$ cat config.mk
export PLATFORM = sky130hd
export DESIGN_NAME = mem_port_arbiter
export DESIGN_NICKNAME = d
export VERILOG_FILES = /design/src/rtl/mem_port_arbiter.sv
export SDC_FILE = /design/constraint.sdc
export NUM_CORES = 1
export LEC_CHECK = 0
export ABC_AREA = 1
export CAP_MARGIN = 10
export CORE_MARGIN = 2
export CORE_UTILIZATION = 47
export CTS_CLUSTER_SIZE = 40
export DETAILED_ROUTE_END_ITERATION = 12
export PLACE_DENSITY = 0.87
export SYNTH_ARGS = -nofsm -noshare
export SYNTH_HDL_FRONTEND = slang
export SYNTH_SLANG_ARGS = --single-unit
export TNS_END_PERCENT = 50
$ cat constraint.sdc
create_clock -name clk -period 2.48 [get_ports clk]
set_input_delay 0.496 -clock clk [delete_from_list [all_inputs] [get_ports clk]]
set_output_delay 0.496 -clock clk [all_outputs]
set_load 0.02 [all_outputs]
$ cat src/rtl/mem_port_arbiter.sv
// Round-robin arbiter sharing one memory between the fetch and load/store ports.
// Each access is held on the bus for WAIT_CYCLES cycles, then acked for one cycle.
`timescale 1ns/1ps
module mem_port_arbiter #(
    parameter int WAIT_CYCLES = 1,
    parameter int DATA_W      = 32,
    parameter int ADDR_W      = 32
) (
    input  logic              clk,
    input  logic              rst,
    input  logic              if_req,
    input  logic [ADDR_W-1:0] if_addr,
    output logic [DATA_W-1:0] if_rdata,
    output logic              if_ack,
    input  logic              d_req,
    input  logic              d_we,
    input  logic [ADDR_W-1:0] d_addr,
    input  logic [DATA_W-1:0] d_wdata,
    output logic [DATA_W-1:0] d_rdata,
    output logic              d_ack,
    output logic              mem_read,
    output logic              mem_write,
    output logic [ADDR_W-1:0] mem_addr,
    output logic [DATA_W-1:0] mem_wdata,
    input  logic [DATA_W-1:0] mem_rdata,
    output logic              busy
);

    localparam int CW = $clog2(WAIT_CYCLES + 1);

    typedef enum logic [1:0] {
        IDLE,
        ACCESS,
        DONE
    } state_t;

    typedef enum logic {
        PORT_IF,
        PORT_D
    } port_t;

    state_t            state, state_nx;
    port_t             port, port_nx;
    port_t             last_grant, last_nx;
    logic [CW-1:0]     cnt, cnt_nx;
    logic [ADDR_W-1:0] addr_q, addr_nx;
    logic [DATA_W-1:0] wdata_q, wdata_nx;
    logic              we_q, we_nx;
    logic              last_cycle;
    logic              capture;

    assign last_cycle = (state == ACCESS) && (cnt == '0);
    assign capture    = last_cycle && !we_q;

    always_comb begin
        state_nx = state;
        port_nx  = port;
        last_nx  = last_grant;
        cnt_nx   = cnt;
        addr_nx  = addr_q;
        wdata_nx = wdata_q;
        we_nx    = we_q;
        unique case (state)
            IDLE: begin
                // On a tie the port that did not win last time is served.
                if (if_req && (!d_req || last_grant == PORT_D)) begin
                    state_nx = ACCESS;
                    port_nx  = PORT_IF;
                    last_nx  = PORT_IF;
                    cnt_nx   = CW'(WAIT_CYCLES - 1);
                    addr_nx  = if_addr;
                    wdata_nx = '0;
                    we_nx    = 1'b0;
                end else if (d_req) begin
                    state_nx = ACCESS;
                    port_nx  = PORT_D;
                    last_nx  = PORT_D;
                    cnt_nx   = CW'(WAIT_CYCLES - 1);
                    addr_nx  = d_addr;
                    wdata_nx = d_wdata;
                    we_nx    = d_we;
                end
            end
            ACCESS: begin
                if (cnt != '0) begin
                    cnt_nx = cnt - CW'(1);
                end else begin
                    state_nx = DONE;
                end
            end
            DONE: begin
                state_nx = IDLE;
            end
            default: begin
                state_nx = IDLE;
            end
        endcase
    end

    always_ff @(posedge clk) begin
        if (rst) begin
            state      <= IDLE;
            port       <= PORT_IF;
            last_grant <= PORT_D;
            cnt        <= '0;
            addr_q     <= '0;
            wdata_q    <= '0;
            we_q       <= 1'b0;
            if_rdata   <= '0;
            d_rdata    <= '0;
        end else begin
            state      <= state_nx;
            port       <= port_nx;
            last_grant <= last_nx;
            cnt        <= cnt_nx;
            addr_q     <= addr_nx;
            wdata_q    <= wdata_nx;
            we_q       <= we_nx;
            if (capture && port == PORT_IF) begin
                if_rdata <= mem_rdata;
            end
            if (capture && port == PORT_D) begin
                d_rdata <= mem_rdata;
            end
        end
    end

    // Write strobe is gated by rst so a reset edge never commits a store.
    assign mem_read  = (state == ACCESS) && !we_q;
    assign mem_write = last_cycle && we_q && !rst;
    assign mem_addr  = (state == ACCESS) ? addr_q : '0;
    assign mem_wdata = (state == ACCESS) ? wdata_q : '0;
    assign if_ack    = (state == DONE) && (port == PORT_IF);
    assign d_ack     = (state == DONE) && (port == PORT_D);
    assign busy      = (state != IDLE);

endmodule

==> results of run 1 <==
-- registers in the layout (all words and copies together), names as in the netlist --
signal / count
addr_q: 32
d_rdata: 32
if_rdata: 32
last_grant: 1
port: 1
state: 2
wdata_q: 32
we_q: 1
-- per-layer routing --
layer  share of wire  global-route usage  vias to the layer above
li1                -                   -                     3396
met1            0.41               0.296                     3045
met2            0.48               0.434                      257
met3           0.074              0.0693                       49
met4           0.035               0.119                        0
met5               0                   0                        -
-- cell families after synthesis --
family,after synthesis
AOI/OAI and AO/OA,68
DFF,133
and+or+nand+nor,563
buffers and inverters,201
-- cell type report --
class | count | share of cell area
clock buffer | 25 | 0.0517
clock inverter | 7 | 0.00992
inverter | 134 | 0.0525
multi-input combinational | 631 | 0.289
sequential | 133 | 0.278
tap | 176 | 0.0230
timing repair buffer | 286 | 0.296
-- power by group through the flow --
stage	registers [uW]	clock network (uW)	logic, uW
floorplan	2520	0	730
global placement	2440	0	1340
detailed placement	2440	0	1370
CTS	2400	2530	1370
global route	2420	2620	1500
finish	2400	2500	1370
-- worst max-delay path: cells and delay by family --
family	cells	cell delay (ns)
buffers and inverters	3	1.19
and+or+nand+nor	1	0.22
-- what timing repair did --
action | CTS | global route
hold buffers | 0 | 0
gates resized for setup | 17 | 2
endpoints found under the setup margin | 17 | 45
setup buffers | 0 | 0
-- synthesized netlist by cell type (2+ instances only) --
| library cell | instances |
|---|---|
| buf_6 | 16 |
| nor3_1 | 2 |
| dfxtp_1 | 133 |
| buf_4 | 3 |
| o21ai_0 | 32 |
| inv_2 | 4 |
| nor2_2 | 2 |
| nor3_4 | 2 |
| nand2_2 | 2 |
| a21oi_2 | 10 |
| clkbuf_1 | 21 |
| buf_2 | 20 |
| nor2_1 | 291 |
| buf_1 | 6 |
| nand3_2 | 10 |
| inv_1 | 129 |
| nand2_1 | 132 |
| nand3_1 | 119 |
| a21oi_1 | 24 |
-- path summary, 6_finish.rpt --
check,endpoint,from,slack (ns),cells after the start
max reg2reg,if_rdata[12],state[1],0.63,8
max,mem_write,rst,0.08,4
min,wdata_q[24],wdata_q[24],0.47,2
min reg2reg,wdata_q[24],wdata_q[24],0.47,2
-- through the flow --
step	std cells	util	power, uW
6_report	1392	0.724	6260
5_1_grt	1392	0.724	6540
4_1_cts	1392	0.724	6300
3_5_place_dp	1360	0.681	3810
3_3_place_gp	1360	0.681	3780
2_1_floorplan	965	-	3250
==> summary.md, run 1 <==
| Metric | Value |
|---|---|
| Run status | finished, final reports clean |
| Post-synthesis xor/xnor area fraction | 0 |
| Seq pwr share | 0.383 |
| GRT Util Overall | 0.254 |
| Vias | slightly below 7000 |
| CP max stage cell | clkdlybuf4s50_1 |
| Sequential standard cell area | 0.00266 mm^2 |
| Leading cell type in the layout, fill and taps excluded | nor2_1 |
| Cell area after synthesis | 0.00635 mm^2 |
| Net Count, Synth | 1098 |
| Synth area leaders | dfxtp_1 (42%), nor2_1 (17%), nand3_1 (9.4%), nand2_1 (7.8%), inv_1 (7.6%) |
| Die height | 120 um |
| CTS Buf Count | 17 |
| Crit-path cells | clkdlybuf4s50_1 -> nor3b_1 -> buf_4 -> clkdlybuf4s50_1 |
| Synth Area in Compound Gates | 0.0605 |
| DRT Wirelength | 18700 um |
| Worst setup SP type | input port |
| FP Rows | 42 |
| Net Sw Frac | 0.279 |
| Setup Skew | 0.00393 ns |
| Die width | 120 um |
| Clk buf depth | 2 |
| CP Data Required Time | 1.98 ns |
| Final setup vio count | 0 |
| Root buffer cell | clkbuf_16 |
| Switching power | 1750 uW |
| Final #Nets | 1336 |
| DRC viols | 0 |
| Hold WS | 0.465 ns |
| CTS clk-pin slew, worst paths | ~0.060 ns |
| Post-synthesis area per instance | between 6 and 7 um^2 |
| Largest area contributor in the netlist | dfxtp_1 |
| Ys flop type | dfxtp_1 |
| Setup ws final | 0.0775 ns |
| Final min period | 2.40 ns |
| Layout cell share with drive strength beyond 1 | 0.0691 |
| Initial antenna violation count | 0 |
| I/O pin cnt | 266 |
| CP endpoint kind | primary output |
| CP max FO | 2 |
| H-tree depth | 4 |
| Die ar. | 0.0145 mm^2 |
| Post-Synth Adder-Cell Area | 0 |
| Final Cell Area | 0.00959 mm^2 |
| Per-cell routed wire length | 13.4 um |
| CP Class | in2out |
| Placed Area | 0.00902 mm^2 |
| Final Cycle Share | 0.969 |
| Setup TNS | 0 ns |
| Leakage | 0.00411 uW |
| Max cap viols | 0 |
| Main combinational cell family by area after synthesis | simple AND/OR/NAND/NOR gates |
| # clock sinks | 133 |
| ANT cells | 0 |
| Worst VDD drop | 0.000376 V |
| Simple-Gate Fraction of Synth Area | 0.375 |
| Synthesized instance count | 965 |
| First-pass GRT wire length | 29700 um |
| Post-DRT Antenna Nets | 0 |
| RSZ-0062 raised after global routing | false |
| Vias in the first global route | 6359 |
| Comb power frac | 0.218 |
| Post-DP HPWL | 12500 um |
| Synth unique cells | 26 |
| Final hold vios | 0 |
| Worst hold path type | reg2reg |
| Gpl congestion | 0.800 |
| Power Density | 653 mW/mm^2 |
| Area of the multi-input gates | 0.00277 mm^2 |
| Register area share after synthesis | 0.419 |
| Post-Place Worst Slack | -0.00783 ns |
| Most frequent CP cell | clkdlybuf4s50_1 |
| Async set or reset register ratio after synthesis | 0 |
| Max-Slew Margin vs Limit | 0.587 |
| Most frequent cells in the layout | nor2_1 (291), clkdlybuf4s50_1 (247), nand2_1 (132), dfxtp_1 (132), inv_1 (129) |
| Clk pwr share | 0.399 |
| Clock Latency Late Sink | 0.41 ns |
| #FFs+latches synth | between 100 and 150 |
| Max Freq | 0.416 GHz |
| Largest net degree at the start of global routing | 82 |
| Synth top area share | 0.419 |
| First-pass DRT Iterations | 5 |
| DR iter-0 viols | 545 |
| Starting density of the core | 0.479 |
| Int Power | approximately 4500 uW |
| Worst-Margin Slew | approximately 0.62 ns |
| CTS tree | yes |
| Pins Over Slew Limit | 0 |
| Fill count | 1052 |
| Port Buffers | 265 |
| CP max stage delay | 0.61 ns |
| Vias per cell | approximately 4.8 |
| Grt total ovfl | 0 |
| Yosys warnings | 0 |
| Core region area | 0.0132 mm^2 |
| Multiplexer share of the synthesized area | 0 |
| P&R area growth vs syn | 51.0% |
| EDFF count, synth | 0 |
| CP Data Arrival Time | 1.91 ns |
No activity file was read; power rests on OpenSTA's default activity.
==> run 2, diff against run 1 <==
--- a/config.mk
+++ b/config.mk
@@ -11,6 +11,7 @@
 export CORE_UTILIZATION = 47
 export CTS_CLUSTER_SIZE = 40
 export DETAILED_ROUTE_END_ITERATION = 12
+export MAX_ROUTING_LAYER = met4
 export PLACE_DENSITY = 0.87
 export SYNTH_ARGS = -nofsm -noshare
 export SYNTH_HDL_FRONTEND = slang
==> run 2 against run 1 <==
  * Non-clock buffer count unchanged
  * Power is essentially flat
  * Flip-flop and latch count did not move
  * Critical endpoint unchanged
  * Largest cell class unchanged
  * Largest power group unchanged
==> summary.md, run 2 (same netlist as run 1, synthesis figures left out) <==
| Metric | Value |
|---|---|
| Sequential standard cell area | 0.00266 mm^2 |
| Initial antenna violation count | 0 |
| Max Freq | just over 0.4 GHz |
| CP max FO | 2 |
| Clk pwr share | 0.399 |
| Max-Slew Margin vs Limit | 0.591 |
| Vias | ~6800 |
| CP Data Required Time | 1.98 ns |
| Starting density of the core | 0.479 |
| Worst-Margin Slew | between 0.6 and 0.7 ns |
| Power Density | around 650 mW/mm^2 |
| Comb power frac | 0.218 |
| Cells after DPL | 1360 |
| Post-DRT Antenna Nets | 0 |
| Final min period | 2.41 ns |
| P&R area growth vs syn | 51.0% |
| Final setup vio count | 0 |
| RSZ-0062 raised after global routing | false |
| Post-DP HPWL | 12500 um |
| Gpl congestion | 0.811 |
| Grt total ovfl | 0 |
| Clock Latency Late Sink | 0.41 ns |
| CP max stage delay | 0.61 ns |
| Levels on crit path | 4 |
| Worst setup SP type | input port |
| CP Data Arrival Time | 1.92 ns |
| Reg2reg path depth | 8 |
| Leakage | between 0.004 and 0.005 uW |
| CP endpoint kind | primary output |
| Cts hold-fix bufs | 0 |
| Pins Over Slew Limit | 0 |
| Clk buf depth | 2 |
| Switching power | 1750 uW |
| # clock sinks | 133 |
| First-pass DRT Iterations | 5 |
| First-pass GRT wire length | about 30000 um |
| Core region area | 0.0132 mm^2 |
| Worst path bufs/invs | 3 |
| Layout cell share with drive strength beyond 1 | 0.0691 |
| Vias per cell | slightly below 5 |
| R2R Setup Slk | 0.65 ns |
| CTS clk-pin slew, worst paths | 0.06 ns |
| Setup Skew | between 0.002 and 0.003 ns |
| Delay-heaviest family, CP | buffers and inverters |
| CP Class | in2out |
| Per-cell routed wire length | 13.4 um |
| Most frequent cells in the layout | nor2_1 (291), clkdlybuf4s50_1 (247), nand2_1 (132), dfxtp_1 (132), inv_1 (129) |
| Fill count | 1052 |
| CTS tree | yes |
| DRC viols | 0 |
| DRT Wirelength | 18600 um |
| Largest net degree at the start of global routing | 82 |
| Max cap viols | 0 |
| Int Power | 4510 uW |
| Setup crit end | mem_write |
| H-tree depth | 4 |
| DR iter-0 viols | 631 |
| Final Cycle Share | 0.974 |
| Port Buffers | 265 |
| Most frequent CP cell | clkdlybuf4s50_1 |
| Placed Area | approximately 0.009 mm^2 |
| Leading cell type in the layout, fill and taps excluded | nor2_1 |
| Die height | 120 um |
| R2R Path End | if_rdata[12] |
| Vias in the first global route | between 6000 and 7000 |
| Net Sw Frac | 0.280 |
| Reg2Reg Launch Point | state[1] |
| Seq pwr share | 0.383 |
| Final Cell Area | 0.00959 mm^2 |
| Final #Nets | 1336 |
| Worst hold path type | reg2reg |
| Final hold vios | 0 |
| Hold Path Cell Cnt | 2 |
| GRT Util Overall | 0.262 |
| FP Rows | 42 |
| I/O pin cnt | 266 |
| ANT cells | 0 |
| Run status | finished, final reports clean |
| Die width | 120 um |
| CTS Buf Count | 17 |
| Die ar. | approximately 0.014 mm^2 |
| Worst setup path startpoint | rst |
| Root buffer cell | clkbuf_16 |
| Setup TNS | 0 ns |
| Area of the multi-input gates | around 0.0028 mm^2 |
| Worst VDD drop | between 0.0003 and 0.0004 V |
| CP max stage cell | clkdlybuf4s50_1 |
| Post-layout util | 0.724 |
| Non-Filler Instances | roughly 1400 |
| Crit-path cells | clkdlybuf4s50_1 -> nor3b_1 -> buf_4 -> clkdlybuf4s50_1 |
==> run 2: cell counts in the layout (fill, tap and decap cells not counted) <==
Identical to the previous run, type by type.
==> run 2: power groups by stage <==
stage	logic (uW)	registers, uW	clock network [uW]
after floorplan	730	2520	0
after global placement	1340	2440	0
after detailed placement	1370	2440	0
after CTS	1370	2400	2530
after global routing	1500	2420	2620
final	1370	2400	2500
==> run 2: metrics by stage <==
stage / power (uW) / setup slack [ns] / hold slack (ns)
detailed placement: 3810 / -0.00783 / 0.456
floorplan: 3250 / 0.761 / 0.443
CTS: 6300 / 0.00190 / 0.465
finish: 6270 / 0.0655 / 0.465
global placement: 3780 / 0.0268 / 0.451
global route: 6540 / 0.00715 / 0.478
==> run 2: final cells by class <==
cell class,instances,share of cell area
timing repair buffer,286,0.296
clock inverter,7,0.00992
inverter,134,0.0525
tap,176,0.0230
multi-input combinational,631,0.289
clock buffer,25,0.0517
sequential,133,0.278
==> run 2: repair_timing <==
item                                    in CTS  in global routing
buffers inserted                             0                  0
pin swaps                                    0                  0
gates resized for setup                     17                  2
endpoints found under the setup margin      17                 46
==> run 2: routing by layer <==
metal,vias to the layer above,global-route usage,wire length (um)
met2,271,0.432,9090
met3,44,0.0533,1220
li1,3397,-,-
met5,-,-,0
met4,0,0.115,588
met1,3047,0.313,7720
==> run 2: worst register-to-register path, stage by stage, from the launching register on <==
cell,delay [ns]
dfxtp_1,0.31
inv_2,0.10
nand2_4,0.07
buf_4,0.22
nor2_4,0.12
buf_4,0.51
nand3_1,0.25
nand2_1,0.11
nor2_1,0.04
==> run 2: worst min path at each step <==
| stage | start | endpoint |
|---|---|---|
| after global placement | wdata_q[22] | wdata_q[22] |
| after CTS | wdata_q[7] | wdata_q[7] |
| after global routing | wdata_q[31] | wdata_q[31] |
| after detailed placement | wdata_q[7] | wdata_q[7] |
| after floorplan | wdata_q[23] | wdata_q[23] |
| final | wdata_q[7] | wdata_q[7] |
==> run 3, diff against run 2 <==
--- a/config.mk
+++ b/config.mk
@@ -12,7 +12,7 @@
 export CTS_CLUSTER_SIZE = 40
 export DETAILED_ROUTE_END_ITERATION = 12
 export MAX_ROUTING_LAYER = met4
-export PLACE_DENSITY = 0.87
+export PLACE_DENSITY = 0.83
 export SYNTH_ARGS = -nofsm -noshare
 export SYNTH_HDL_FRONTEND = slang
 export SYNTH_SLANG_ARGS = --single-unit
==> run 3 against run 2 <==
  * First-iteration DRC count down 12%
  * Via count down 0.18%
  * Sequential share of layout area about the same
  * Combinational power about the same
  * Critical path depth unchanged
  * Global-route usage up 0.87 points
  * Non-clock buffer count down 1
  * Clock skew up 0.0023 ns
  * Core utilization about the same
  * Cell area about the same
  * Critical path type is now reg2out
  * Largest cell class unchanged
  * Largest power group is now registers
==> summary.md, run 3 (same netlist as run 1, synthesis figures left out) <==
| Metric | Value |
|---|---|
| Port Buffers | ~270 |
| Die width | 120 um |
| Final Cycle Share | 0.956 |
| Reg2reg path depth | 7 |
| CTS Buf Count | 17 |
| Core region area | 0.0132 mm^2 |
| Hold_sp | wdata_q[31] |
| Cts hold-fix bufs | 0 |
| Run status | finished, final reports clean |
| CP Data Arrival Time | roughly 1.9 ns |
| Reg2Reg Launch Point | state[1] |
| Final min period | 2.37 ns |
| R2R Path End | d_rdata[12] |
| Most frequent cells in the layout | nor2_1 (291), clkdlybuf4s50_1 (224), nand2_1 (132), dfxtp_1 (132), inv_1 (129) |
| Max Freq | 0.422 GHz |
| I/O pin cnt | 266 |
| GRT Util Overall | 0.271 |
| RSZ-0062 raised after global routing | false |
| Setup TNS | 0 ns |
| CP Class | reg2out |
| Max cap viols | 0 |
| Max-Slew Margin vs Limit | 0.597 |
| ANT cells | 0 |
| First-pass GRT wire length | 30300 um |
| Leakage | 0.00432 uW |
| Per-cell routed wire length | 13.9 um |
| Vias per cell | 4.85 |
| Worst hold path type | reg2reg |
| DR iter-0 viols | 556 |
| DRC viols | 0 |
| CP Data Required Time | 1.98 ns |
| Post-DP HPWL | 13000 um |
| Starting density of the core | 0.479 |
| Gpl congestion | 0.853 |
| Die height | 120 um |
| DRT Wirelength | 19300 um |
| Final #Nets | 1335 |
| Worst VDD drop | 0.000453 V |
| Die ar. | approximately 0.014 mm^2 |
| First-pass DRT Iterations | 5 |
| Post-DRT Antenna Nets | 0 |
| Vias | 6747 |
| Largest net degree at the start of global routing | 83 |
| Initial antenna violation count | 0 |
| H-tree depth | 4 |
| Post-layout util | 0.724 |
| Final setup vio count | 0 |
| Grt total ovfl | 0 |
| Leading cell type in the layout, fill and taps excluded | nor2_1 |
| Layout cell share with drive strength beyond 1 | 0.0692 |
| # clock sinks | 133 |
| CTS clk-pin slew, worst paths | 0.06 ns |
| Min-Delay Endpoint | wdata_q[31] |
| FP Rows | 42 |
| Clk buf depth | 2 |
| Final hold vios | 0 |
| Clock Latency Late Sink | 0.42 ns |
| Setup Skew | 0.00526 ns |
| R2R Setup Slk | 0.71 ns |
| CP max FO | 32 |
| CP endpoint kind | primary output |
| Pins Over Slew Limit | 0 |
| Worst setup SP type | flop |
| CTS tree | yes |
| P&R area growth vs syn | 51.0% |
| Root buffer cell | clkbuf_16 |
| Power Density | 642 mW/mm^2 |
| Hold Path Cell Cnt | 2 |
| Vias in the first global route | 6280 |
| Worst-Margin Slew | about 0.60 ns |
-- run 3: layout make-up --
cell class	count	area, um^2
Clock buffer	23	488
Multi-Input combinational cell	631	2780
Timing Repair Buffer	285	2860
Clock inverter	8	73.8
Inverter	134	503
Sequential cell	133	2660
Tap cell	176	220
Fill cell	1104	3650
-- run 3: how the worst max path moves through the flow --
stage,from,endpoint
after CTS,state[1],mem_addr[29]
after global placement,rst,mem_write
after global routing,state[1],mem_wdata[0]
final,state[1],mem_wdata[5]
after detailed placement,rst,mem_write
after floorplan,state[0],mem_write
-- run 3: layer usage --
metal | global-route usage | wire (um) | vias up
met2 | 0.458 | 9450 | 277
li1 | - | - | 3396
met4 | 0.112 | 601 | 0
met1 | 0.312 | 7810 | 3024
met3 | 0.0613 | 1410 | 50
met5 | - | 0 | -
-- run 3: power by group --
group	switching (uW)	internal (uW)	total [uW]
registers	94.3	2310	2410
logic	755	613	1370
clock network	908	1470	2380
total	1760	4400	6160
-- run 3: critical path: stages, from the launching register on --
cell and delay (ns):
dfxtp_1 0.32, inv_2 0.13, nand2_8 0.19, nor2_1 0.19, clkdlybuf4s50_1 0.63
-- run 3: repair_timing --
item,in CTS,in global routing
buffers inserted,0,0
pin swaps,0,1
endpoints found under the setup margin,60,9
gates resized for setup,34,9
-- run 3: per-stage QoR --
stage | cell area (um^2) | cells | worst slack (ns) | total power (uW) | hold slack (ns)
5_1_grt | 9590 | 1390 | 0.0256 | 6420 | 0.482
4_1_cts | 9570 | 1390 | 0.000363 | 6190 | 0.464
3_5_place_dp | 9030 | 1359 | 0.218 | 3830 | 0.455
2_1_floorplan | 6350 | 965 | 0.761 | 3250 | 0.443
3_3_place_gp | 9030 | 1359 | 0.238 | 3800 | 0.451
6_report | 9590 | 1390 | 0.109 | 6160 | 0.463
